[src/rtl/cover_scan_sched.sv]
// Raster-scan scheduler for the two-circle laser coverage flow: walks a window
// of candidate centres, counts covered points per centre and keeps the first best.
module cover_scan_sched #(
  parameter int NPTS = 40,
  parameter int R2   = 16
) (
  input  logic       i_clk,
  input  logic       i_rst_n,
  input  logic       i_start,
  input  logic [3:0] i_win_x0,
  input  logic [3:0] i_win_y0,
  input  logic [3:0] i_win_x1,
  input  logic [3:0] i_win_y1,
  input  logic       i_mode,
  input  logic [3:0] i_fix_x,
  input  logic [3:0] i_fix_y,
  output logic [5:0] o_pt_idx,
  input  logic [3:0] i_pt_x,
  input  logic [3:0] i_pt_y,
  output logic       o_busy,
  output logic       o_done,
  output logic [3:0] o_best_x,
  output logic [3:0] o_best_y,
  output logic [5:0] o_best_cnt
);

  localparam logic [2:0] S_IDLE  = 3'd0;
  localparam logic [2:0] S_INIT  = 3'd1;
  localparam logic [2:0] S_SCAN  = 3'd2;
  localparam logic [2:0] S_DRAIN = 3'd3;
  localparam logic [2:0] S_CMP   = 3'd4;
  localparam logic [2:0] S_FIN   = 3'd5;

  localparam logic [5:0] LAST_IDX = 6'(NPTS - 1);
  localparam logic [8:0] R2_LIM   = 9'(R2);

  logic [2:0] r_state;

  logic [3:0] r_x0;
  logic [3:0] r_y0;
  logic [3:0] r_x1;
  logic [3:0] r_y1;
  logic       r_mode;
  logic [3:0] r_fix_x;
  logic [3:0] r_fix_y;

  logic [3:0] r_cx;
  logic [3:0] r_cy;
  logic [5:0] r_idx;
  logic [5:0] r_acc;
  logic       r_eval;

  logic [3:0] r_best_x;
  logic [3:0] r_best_y;
  logic [5:0] r_best_cnt;

  logic       w_hit_cand;
  logic       w_hit_fix;
  logic       w_covered;
  logic       w_last_cand;
  logic       w_row_end;

  // Squared distance fits in 9 bits (max 2*15^2 = 450), so no overflow in the compare.
  function automatic logic f_in_circle(
    input logic [3:0] px,
    input logic [3:0] py,
    input logic [3:0] cx,
    input logic [3:0] cy
  );
    logic [3:0] dx;
    logic [3:0] dy;
    logic [7:0] dx2;
    logic [7:0] dy2;
    logic [8:0] dist2;
    dx    = (px >= cx) ? (px - cx) : (cx - px);
    dy    = (py >= cy) ? (py - cy) : (cy - py);
    dx2   = {4'd0, dx} * {4'd0, dx};
    dy2   = {4'd0, dy} * {4'd0, dy};
    dist2 = {1'b0, dx2} + {1'b0, dy2};
    return (dist2 <= R2_LIM);
  endfunction

  always_comb begin
    w_hit_cand  = f_in_circle(i_pt_x, i_pt_y, r_cx, r_cy);
    w_hit_fix   = f_in_circle(i_pt_x, i_pt_y, r_fix_x, r_fix_y);
    w_covered   = w_hit_cand | (r_mode & w_hit_fix);
    w_row_end   = (r_cx == r_x1);
    w_last_cand = w_row_end && (r_cy == r_y1);
  end

  always_ff @(posedge i_clk or negedge i_rst_n) begin
    if (!i_rst_n) begin
      r_state <= S_IDLE;
    end else begin
      case (r_state)
        S_IDLE:  if (i_start) r_state <= S_INIT;
        S_INIT:  r_state <= S_SCAN;
        S_SCAN:  if (r_idx == LAST_IDX) r_state <= S_DRAIN;
        S_DRAIN: r_state <= S_CMP;
        S_CMP:   r_state <= w_last_cand ? S_FIN : S_SCAN;
        S_FIN:   r_state <= S_IDLE;
        default: r_state <= S_IDLE;
      endcase
    end
  end

  // Job parameters; an inverted window collapses to its start row/column in INIT.
  always_ff @(posedge i_clk or negedge i_rst_n) begin
    if (!i_rst_n) begin
      r_x0    <= 4'd0;
      r_y0    <= 4'd0;
      r_x1    <= 4'd0;
      r_y1    <= 4'd0;
      r_mode  <= 1'b0;
      r_fix_x <= 4'd0;
      r_fix_y <= 4'd0;
    end else if (r_state == S_IDLE && i_start) begin
      r_x0    <= i_win_x0;
      r_y0    <= i_win_y0;
      r_x1    <= i_win_x1;
      r_y1    <= i_win_y1;
      r_mode  <= i_mode;
      r_fix_x <= i_fix_x;
      r_fix_y <= i_fix_y;
    end else if (r_state == S_INIT) begin
      if (r_x1 < r_x0) r_x1 <= r_x0;
      if (r_y1 < r_y0) r_y1 <= r_y0;
    end
  end

  always_ff @(posedge i_clk or negedge i_rst_n) begin
    if (!i_rst_n) begin
      r_cx <= 4'd0;
      r_cy <= 4'd0;
    end else if (r_state == S_INIT) begin
      r_cx <= r_x0;
      r_cy <= r_y0;
    end else if (r_state == S_CMP && !w_last_cand) begin
      if (w_row_end) begin
        r_cx <= r_x0;
        r_cy <= r_cy + 4'd1;
      end else begin
        r_cx <= r_cx + 4'd1;
      end
    end
  end

  // r_eval marks the cycle in which the point issued last cycle is on i_pt_x/i_pt_y.
  always_ff @(posedge i_clk or negedge i_rst_n) begin
    if (!i_rst_n) begin
      r_idx  <= 6'd0;
      r_acc  <= 6'd0;
      r_eval <= 1'b0;
    end else begin
      r_eval <= (r_state == S_SCAN);
      case (r_state)
        S_INIT, S_CMP: begin
          r_idx <= 6'd0;
          r_acc <= 6'd0;
        end
        S_SCAN: begin
          r_idx <= r_idx + 6'd1;
          if (r_eval && w_covered) r_acc <= r_acc + 6'd1;
        end
        S_DRAIN: begin
          if (r_eval && w_covered) r_acc <= r_acc + 6'd1;
        end
        default: begin
          r_idx <= r_idx;
          r_acc <= r_acc;
        end
      endcase
    end
  end

  // Strict greater-than keeps the earliest raster-order centre on ties.
  always_ff @(posedge i_clk or negedge i_rst_n) begin
    if (!i_rst_n) begin
      r_best_x   <= 4'd0;
      r_best_y   <= 4'd0;
      r_best_cnt <= 6'd0;
    end else if (r_state == S_INIT) begin
      r_best_x   <= r_x0;
      r_best_y   <= r_y0;
      r_best_cnt <= 6'd0;
    end else if (r_state == S_CMP && r_acc > r_best_cnt) begin
      r_best_x   <= r_cx;
      r_best_y   <= r_cy;
      r_best_cnt <= r_acc;
    end
  end

  always_comb begin
    o_pt_idx   = (r_state == S_SCAN) ? r_idx : 6'd0;
    o_busy     = (r_state == S_INIT) || (r_state == S_SCAN) ||
                 (r_state == S_DRAIN) || (r_state == S_CMP);
    o_done     = (r_state == S_FIN);
    o_best_x   = r_best_x;
    o_best_y   = r_best_y;
    o_best_cnt = r_best_cnt;
  end

endmodule

[config.mk]
export PLATFORM = sky130hd
export DESIGN_NAME = cover_scan_sched
export DESIGN_NICKNAME = d
export VERILOG_FILES = /design/src/rtl/cover_scan_sched.sv
export SDC_FILE = /design/constraint.sdc
export NUM_CORES = 1
export LEC_CHECK = 0
export ABC_AREA = 1
export CAP_MARGIN = 30
export CORE_MARGIN = 2
export CORE_UTILIZATION = 55
export DETAILED_ROUTE_END_ITERATION = 12
export PLACE_DENSITY = 0.86
export SLEW_MARGIN = 15
export SYNTH_ARGS = -nofsm -noshare
export SYNTH_HDL_FRONTEND = slang
export SYNTH_SLANG_ARGS = --single-unit
[constraint.sdc]
create_clock -name i_clk -period 5.8 [get_ports i_clk]
set_input_delay 0.87 -clock i_clk [delete_from_list [all_inputs] [get_ports i_clk]]
set_output_delay 0.87 -clock i_clk [all_outputs]
set_load 0.05 [all_outputs]
==> flow_metrics.env <==
export IMPL_status="complete, but fails checks"
export IMPL_violations="negative setup slack"
export IMPL_wl_met1_um=6850
export IMPL_postRouteAntennaNets=0
export IMPL_hpwl_um=10900
export IMPL_cp_num_cells=33
export IMPL_num_antenna_cells=0
export IMPL_worstHoldStart="o_best_y[3]$_DFFE_PN0P_"
export IMPL_avgSynthCellArea_um2=7.86
export IMPL_synth_seq_area_share_pct=25.6
export IMPL_port_buffers=57
export IMPL_die_area_um2=12000
export IMPL_synth_xor_area_share_pct=3.97
export IMPL_tightestPinTransition_ns=0.855
export IMPL_fin_cells=1066
export IMPL_yosysMostFrequentCell="nand2_1"
export IMPL_synth_top_area_share_pct=25.6
export IMPL_rows=38
export IMPL_reg2regPathDepth=31
export IMPL_synth_area_leader_cell="dfrtp_1"
export IMPL_ys_ff_latch=63
export IMPL_setup_viol=6
export IMPL_wl_met3_um=966
export IMPL_cp_slowest_stage_delay_ns=0.57
export IMPL_die_y_um=110
export IMPL_n_fill_cell=714
export IMPL_clk_pin_slew_worst_paths_ns=0.07
export IMPL_syn_nets=926
export IMPL_grt_pass1_wl_um=25800
export IMPL_netlist_cell_type_count=42
export IMPL_layout_drive_gt1_share_pct=22.9
export IMPL_final_max_slew_violation_count=0
export IMPL_cp_slowest_cell="fa_1"
export IMPL_async_flop_share_pct=100
export IMPL_coreArea_um2=10900
export IMPL_cts_tree="built"
export IMPL_root_buffer="clkbuf_8"
export IMPL_rr_startpoint="r_cx[0]$_DFFE_PN0P_"
export IMPL_setup_ws_ns=-0.193
export IMPL_io_pins=58
export IMPL_min_path_type="flip-flop to flip-flop"
export IMPL_drc=0
export IMPL_wl_met2_um=8420
export IMPL_worst_path_dominant_cell_family="adder cells"
export IMPL_relSlewSlack_pct=42.9
export IMPL_path_buf_inv=9
export IMPL_end_kind="flip-flop"
export IMPL_cts_hold_repair_buffers=0
export IMPL_r2r_end="r_acc[3]$_DFFE_PN0P_"
export IMPL_synth_area_leaders="dfrtp_1 (26%), ha_1 (16%), fa_1 (9.8%)"
export IMPL_synth_top_family_by_area="adder cells"
export IMPL_maxCapViolations=0
export IMPL_start_util_pct=56.5
export IMPL_routedWlPerCell_um=15.9
export IMPL_multiInputGateArea_um2=4110
export IMPL_register_area_um2=1580
export IMPL_cts_htree_levels=3
export IMPL_synth_mux_area_share_pct=0.183
export IMPL_grt_pass1_vias=5695
export IMPL_clock_sinks=63
export IMPL_finalNetCount=1065
export IMPL_numCtsBuffers=9
export IMPL_hold_depth=2
export IMPL_stdcell_area_um2=7850
export IMPL_rsz0062_at_grt="true"
export IMPL_synth_area_um2=6150
export IMPL_ys_top_cells_by_count="nand2_1 (158), inv_1 (143), ha_1 (78), dfrtp_1 (63), nor2_1 (62)"
export IMPL_synthFlopType="dfrtp_1"
export IMPL_fmax_ghz=0.167
export IMPL_dp_cells=1033
export IMPL_rrSetupSlack_ns=-0.14
export IMPL_synth_edf_count=0
export IMPL_hold_path_endpoint="o_best_y[3]$_DFFE_PN0P_"
export IMPL_worstPathMaxFanout=7
export IMPL_timing_critical_path_mode_cell="fa_1"
export IMPL_place_congestion=0.886
export IMPL_clock_latency_ns=0.36
export IMPL_route_top_layer_used="met4"
export IMPL_drt_pass1_iterations=5
export IMPL_cts_buffer_depth=2
export IMPL_initialDrtViolationCount=498
export IMPL_synth_cells=782
export IMPL_fp_dieW_um=110
export IMPL_place_area_um2=7320
export IMPL_viasPerCell=5.49
export IMPL_fin_worst_skew_ns=0.0146
export IMPL_vias=5857
export IMPL_synth_simple_area_share_pct=21.8
export IMPL_synth_compound_area_share_pct=11.8
export IMPL_synthAdderAreaFrac_pct=25.6
export IMPL_grt_overflow_total=0
export IMPL_post_route_util_pct=72.1
export IMPL_syn_to_final_growth_pct=27.8
export IMPL_period_needed_ns=5.99
export IMPL_crit_type="primary input to flip-flop"
export IMPL_postRouteWirelength_um=16900
export IMPL_fin_crit_sh_pct=103
export IMPL_hold_violations=0
export IMPL_grt_max_degree=64
export IMPL_start_kind="primary input"
export IMPL_synth_warnings=0
export IMPL_cp_required_ns=6.09
export IMPL_critPathArrivalTime_ns=6.28
export IMPL_grtUsageTotal_pct=27.3
export IMPL_antenna_found_initial=0
## worst register-to-register path: cells and delay by family, from the launching register on
family / cells / cell delay [ns]
adders and majority gates: 8 / 3.40
and+or+nand+nor: 14 / 1.26
DFF: 1 / 0.56
buffers and inverters: 7 / 0.39
AOI/OAI and AO/OA: 2 / 0.29
## stage by stage
step           hold WS [ns]  TNS, ns  setup slack, ns
2_1_floorplan         0.480        0           0.0186
3_3_place_gp          0.495    -3.04           -0.511
3_5_place_dp          0.490    -4.07           -0.688
4_1_cts               0.523        0          0.00683
5_1_grt               0.548    -1.77           -0.315
6_report              0.524   -0.959           -0.193
## what timing repair did
| action | 4_1_cts | 5_1_grt |
|---|---|---|
| buffers inserted | 5 | 12 |
| pin swaps | 26 | 29 |
| setup endpoints to repair | 6 | 6 |
| resized for setup | 29 | 43 |
## metal layers
layer | GRT usage [%] | vias to the layer above
met3 | 4.15 | 70
met2 | 49.3 | 260
li1 | - | 2756
met5 | 0 | -
met4 | 8.95 | 0
met1 | 33.2 | 2771
## layout make-up
type / count / share of cell area (%)
inverter: 158 / 7.71
tap: 140 / 2.23
sequential: 63 / 20.1
clock buffer: 10 / 1.75
multi-input combinational: 550 / 52.3
timing repair buffer: 139 / 15.1
clock inverter: 6 / 0.765
## placed cells by master (no fill, tap or decap), types with 3 or more instances in the layout
cell             count
nor2_4               5
buf_4               80
clkdlybuf4s50_1     50
xor2_1              18
a211oi_2             5
clkinv_2             3
clkbuf_8            10
a31oi_1              9
a21oi_1             28
nand2_1            144
ha_4                 6
nand2_2             20
nand3_1             48
o21ai_2             14
nand2_4              4
nor3_1               4
o22ai_1              7
o21ai_0             26
nand3_2              4
dfrtp_1             63
inv_2               20
ha_1                68
inv_1              134
nor2_2               6
o21ai_1              4
fa_1                26
fa_2                 4
o211ai_1             4
xnor2_1              8
a21oi_4              3
nor2_1              61
o21bai_1             4
ha_2                 4
## flip-flops by register name (all words and copies together) (netlist names)
signal,count
o_best_y,4
r_idx,6
r_acc,6
o_best_x,4
r_y1,4
r_mode,1
o_best_cnt,6
r_fix_y,4
r_fix_x,4
r_cx,4
r_y0,4
r_x1,4
r_x0,4
r_state,3
r_eval,1
r_cy,4
## worst max path at each step
stage | from | end | slack [ns]
CTS | i_pt_x[2] | r_acc[4]$_DFFE_PN0P_ | 0.007
floorplan | i_pt_x[0] | r_acc[5]$_DFFE_PN0P_ | 0.02
global placement | i_pt_x[0] | r_acc[2]$_DFFE_PN0P_ | -0.51
global route | i_pt_x[0] | r_acc[3]$_DFFE_PN0P_ | -0.31
finish | i_pt_x[0] | r_acc[3]$_DFFE_PN0P_ | -0.19
detailed placement | i_pt_x[0] | r_acc[4]$_DFFE_PN0P_ | -0.69
## cell families after synthesis
logic type      count (synthesis)
compound gates                111
buf+inv                       169
flops                          63
xor+xnor                       27
simple gates                  303
mux                             1
fa+ha+maj                     108
Power is left out: the tool's default activity adds up to more than one toggle a clock period on the data nets, which glitch-free logic cannot reach.
